===== src/rtl/alu_mem_sequencer.sv =====
// alu_mem_sequencer: multi-cycle command sequencer for the register-file / ALU / memory datapath.
// Datapath drives decode from the latched command and state, so async reset drops them at once.
module alu_mem_sequencer #(
   parameter int CNT_W = 16
) (
   input  logic             clk,
   input  logic             rst,
   input  logic             cmd_valid,
   output logic             cmd_ready,
   input  logic [31:0]      cmd,
   output logic [4:0]       BrA1,
   output logic [4:0]       BrA2,
   output logic [4:0]       BrDDir,
   output logic [31:0]      BrDin,
   output logic             BrEwr,
   output logic [2:0]       AluSel,
   input  logic             AluZF,
   output logic [4:0]       MemDir,
   output logic             MemEwr,
   input  logic [31:0]      MemDout,
   output logic             done,
   output logic             err,
   output logic             zf,
   output logic [CNT_W-1:0] cmd_count
);
   typedef enum logic [2:0] {IDLE, EXEC, MEMW, LOAD, WB, DONE} state_t;
   state_t           state_q;
   logic [19:0]      cmd_q;
   logic [31:0]      wb_q;
   logic             zf_q;
   logic [CNT_W-1:0] cnt_q;
   logic [1:0]       op;
   logic [4:0]       ra, rb, rd;
   logic             alu_ph;
   assign op     = cmd_q[19:18];
   assign ra     = cmd_q[17:13];
   assign rb     = cmd_q[12:8];
   assign rd     = cmd_q[7:3];
   assign alu_ph = state_q == EXEC || state_q == MEMW;
   always_comb begin
      cmd_ready = state_q == IDLE && !rst;
      BrA1      = alu_ph ? ra : '0;
      BrA2      = alu_ph ? rb : '0;
      AluSel    = alu_ph ? cmd_q[2:0] : '0;
      MemDir    = state_q == MEMW ? rd : state_q == LOAD ? ra : '0;
      MemEwr    = state_q == MEMW;
      BrDDir    = state_q == WB ? rd : '0;
      BrEwr     = state_q == WB && rd != 5'd0;
      BrDin     = BrEwr ? wb_q : '0;
      done      = state_q == DONE;
      err       = done && op == 2'b11;
      zf        = zf_q;
      cmd_count = cnt_q;
   end
   // wb_q takes the immediate at accept; LOAD_REG overwrites it with memory data
   always_ff @(posedge clk or posedge rst)
      if (rst) begin
         state_q <= IDLE;
         cmd_q   <= '0;
         wb_q    <= '0;
         zf_q    <= 1'b0;
         cnt_q   <= '0;
      end else
         case (state_q)
            IDLE: if (cmd_valid) begin
               cmd_q   <= cmd[31:12];
               wb_q    <= {20'b0, cmd[11:0]};
               state_q <= cmd[31:30] == 2'b00 ? EXEC : cmd[31:30] == 2'b01 ? LOAD :
                          cmd[31:30] == 2'b10 ? WB : DONE;
            end
            EXEC: begin
               zf_q    <= AluZF;
               state_q <= MEMW;
            end
            MEMW: state_q <= DONE;
            LOAD: begin
               wb_q    <= MemDout;
               state_q <= WB;
            end
            WB: state_q <= DONE;
            default: begin
               cnt_q   <= cnt_q + CNT_W'(1);
               state_q <= IDLE;
            end
         endcase
endmodule


===== config.mk =====
export PLATFORM = sky130hd
export DESIGN_NAME = alu_mem_sequencer
export DESIGN_NICKNAME = d
export VERILOG_FILES = /design/src/rtl/alu_mem_sequencer.sv
export SDC_FILE = /design/constraint.sdc
export NUM_CORES = 1
export LEC_CHECK = 0
export ABC_AREA = 0
export CORE_UTILIZATION = 34
export DETAILED_ROUTE_END_ITERATION = 12
export GPL_TIMING_DRIVEN = 0
export MAX_ROUTING_LAYER = met4
export PLACE_DENSITY = 0.78
export SYNTH_ARGS = -nofsm -noshare
export SYNTH_HDL_FRONTEND = slang
export SYNTH_SLANG_ARGS = --single-unit

===== constraint.sdc =====
create_clock -name clk -period 5.2 [get_ports clk]
set_input_delay 1.3 -clock clk [delete_from_list [all_inputs] [get_ports clk]]
set_output_delay 1.3 -clock clk [all_outputs]
set_load 0.02 [all_outputs]

==> out/qor.csv <==
stage;metric;value;unit
outcome;outcome;finished, final reports clean;
cells_and_area;areaGrowthSynthToFinish;52.70;%
cts;clock_path_buffers;2;
sta;period_needed;4.213;ns
cells_and_area;layout.area.seq;1802;um2
sta;tns;0;ns
logic_synthesis;async_flop_share;1.000;
sta;holdWs;0.4806;ns
cts;htreeDepth;3;
pwr;power;2.682;mW
floorplan;die_w;102.4;um
drt;drt-total-wl;9286;um
logic_synthesis;ys.warnings.count;0;
sta;clock-skew-final;0.01318;ns
cts;cts_sinks;72;
setup_path;cp.arrival;2.91;ns
pwr;p_seq_frac;0.346;
cts;clk_latency;0.34;ns
cts;cts-resized-gates;0;
sta;max_freq;237.4;MHz
floorplan;io_pins;145;
setup_path;critical_path.max_stage_delay;0.61;ns
pwr;leakagePower;2.190;nW
setup_path;start_kind;flop;
floorplan;dieArea;10480;um2
cells_and_area;final_nets;573;
floorplan;die_y;102.4;um
logic_synthesis;yosysTopAreaCellShare;0.5259;
global_route;grt_max_degree;73;
cts;post_cts_buffers;0;
setup_path;endpoint_kind;output port;
drt;initialDrtViolationCount;77;
pwr;power_density;512.8;nW/um2
pwr;pwr-share-clk;0.164;
place;place_congestion;0.7583;
logic_synthesis;synth_edf_count;0;
pwr;ir_worst_vdd;0.3368;mV
sta;finalMaxSlewViolations;0;
logic_synthesis;ys_top_cells_by_area;dfrtp_1 53%, and2_1 8.2%, nand2_1 8.0%;
logic_synthesis;synth-seq-cells;72;
place;dpl.hpwl;6845;um
pwr;netSwitchingFraction;0.3890;
job;cap_violations;0;
global_route;grt_pass1_vias;3095;
drt;via_count;3076;
pwr;p_int;1.639;mW
cells_and_area;multi_input_area;1515;um2
sta;rsz0062_at_grt;false;
pwr;net-switching-power;1.043;mW
floorplan;start_util;0.3505;
cts;cts_buffers;9;
logic_synthesis;yosysTopAreaCell;dfrtp_1;
min_path;hp-class;flop to flop;
setup_path;critical_path_class;flop to output port;
global_route;grt_pass1_wl;14860;um
setup_path;critical_path_required;3.90;ns
place;portBuffers;144;
cts;cts_hold_buf;0;
floorplan;fp-row-count;36;
logic_synthesis;synth_common_cells;73 x nand2_1, 72 x dfrtp_1, 45 x and2_1;
cells_and_area;drive_above_1_share;0.1041;
logic_synthesis;synthesis.nets;418;
sta;slew_headroom;0.4066;
sta;final_hold_viol_count;0;
setup_path;cp_max_fo;10;
cts;clkTransAtPathRegs;0.09;ns
logic_synthesis;syn_area_per_cell;9.816;um2
logic_synthesis;seq_area_frac_synth;0.5259;
sta;finalCritPeriodShare;0.8102;
drt;first_pass_iters;6;
global_route;track_usage;0.1904;
sta;layout_setup_ws;0.9872;ns
drt;ant_nets;0;
drt;drc;0;
global_route;overflow;0;
floorplan;coreArea;9774;um2
cells_and_area;diodes;0;
setup_path;path_cells;clkbuf_2 > nor2_1 > nand2_1 > a21oi_1 > clkbuf_1 > and2_1 > clkdlybuf4s50_1;
logic_synthesis;synth_top_flop_cell;dfrtp_1;
pwr;combPwrFrac;0.490;
cells_and_area;nFillCells;893;
logic_synthesis;syn_area;3426;um2
place;post-place-ws;1.275;ns
global_route;antenna_found_initial;0;
setup_path;slowest_stage;clkdlybuf4s50_1;
drt;post_drt_via_cell_ratio;4.791;
drt;wire_per_inst;14.46;um
cts;cts_root_buffer;clkbuf_8;
cts;cts_tree;yes;
logic_synthesis;syn_inst;349;
sta;setup-violations-final;0;
sta;worst_pin_slew;0.8901;ns
logic_synthesis;synth_cell_types;35;
logic_synthesis;yosysMostFrequentCell;nand2_1;
worst max-delay path, delay by kind of cell (launching register included):
family	cells	cell delay [ns]
AO/OA/AOI/OAI	1	0.54
flip-flops	1	0.36
buffers and inverters	3	1.10
AND/OR/NAND/NOR	3	0.57
cell families after synthesis:
group / synth area share
flip-flops: 0.5259
AO/OA/AOI/OAI: 0.08145
buffers and inverters: 0.03177
adder cells (fa/ha/maj): 0.003652
XOR/XNOR: 0.04090
multiplexers: 0.07232
AND/OR/NAND/NOR: 0.2440
stage by stage:
step	area [um2]	cells	util
after floorplan	3426	349	-
after global placement	5034	626	0.5150
after detailed placement	5036	626	0.5152
after CTS	5231	642	0.5352
after global routing	5231	642	0.5352
final	5231	642	0.5352
cell usage in the layout (no fill, tap or decap), drive strengths merged:
cell type and n:
a21oi 5, a22o 5, clkinv 2, clkdlybuf4s50 144
nor3 3, o211ai 1, nor3b 1, nand3b 1
nand3 4, and3b 1, xnor2 12, nor2 21
inv 4, ha 1, clkbuf 22, and4 2
bufinv 1, nand2 73, nor4b 1, xor2 4
nand4 2, a21o 1, and3 8, or2 1
buf 9, and2 45, mux2 22, or3b 1
nor4 2, clkinvlp 3, o21ai 22, a31oi 13
dfrtp 72
power by group through the flow:
stage	sequential, mW	clock, mW	combinational [mW]
floorplan	0.928	0	0.762
global placement	0.927	0	1.29
detailed placement	0.937	0	1.32
CTS	0.928	0.455	1.33
global route	0.960	0.480	1.44
finish	0.928	0.440	1.31
final timing paths:
| check | cells past startpoint | start | to | slack [ns] |
|---|---|---|---|---|
| max reg2reg | 4 | state_q[1]$_DFFE_PP0P_ | cmd_q[8]$_DFFE_PP0P_ | 3.33 |
| min in group asynchronous | 2 | rst | cmd_q[19]$_DFFE_PP0P_ | 1.55 |
| min | 1 | cmd_count[15]$_DFFE_PP0N_ | cmd_count[15]$_DFFE_PP0N_ | 0.48 |
| max | 7 | state_q[1]$_DFFE_PP0P_ | BrDin[25] | 0.99 |
| min reg2reg | 1 | cmd_count[15]$_DFFE_PP0N_ | cmd_count[15]$_DFFE_PP0N_ | 0.48 |
| max in group asynchronous | 2 | rst | wb_q[23]$_DFFE_PP0P_ | 3.07 |
routing by layer:
metal | part of all wire | global-route usage
met5 | 0 | -
met4 | 0.012 | 0.05714
met3 | 0.081 | 0.06224
met2 | 0.48 | 0.3092
met1 | 0.43 | 0.2246
state kept, by name, summed over array words and instances (netlist names):
signal	flops
cmd_count	16
cmd_q	20
state_q	3
wb_q	32
zf	1
cell type report:
type | instances | share of cell area
buffer | 22 | 0.01866
inverter | 3 | 0.002631
multi-input combinational | 252 | 0.2896
clock inverter | 7 | 0.01363
sequential | 72 | 0.3444
tap | 133 | 0.03181
clock buffer | 9 | 0.02368
timing repair buffer | 144 | 0.2755
No activity file was read; power rests on OpenSTA's default activity.
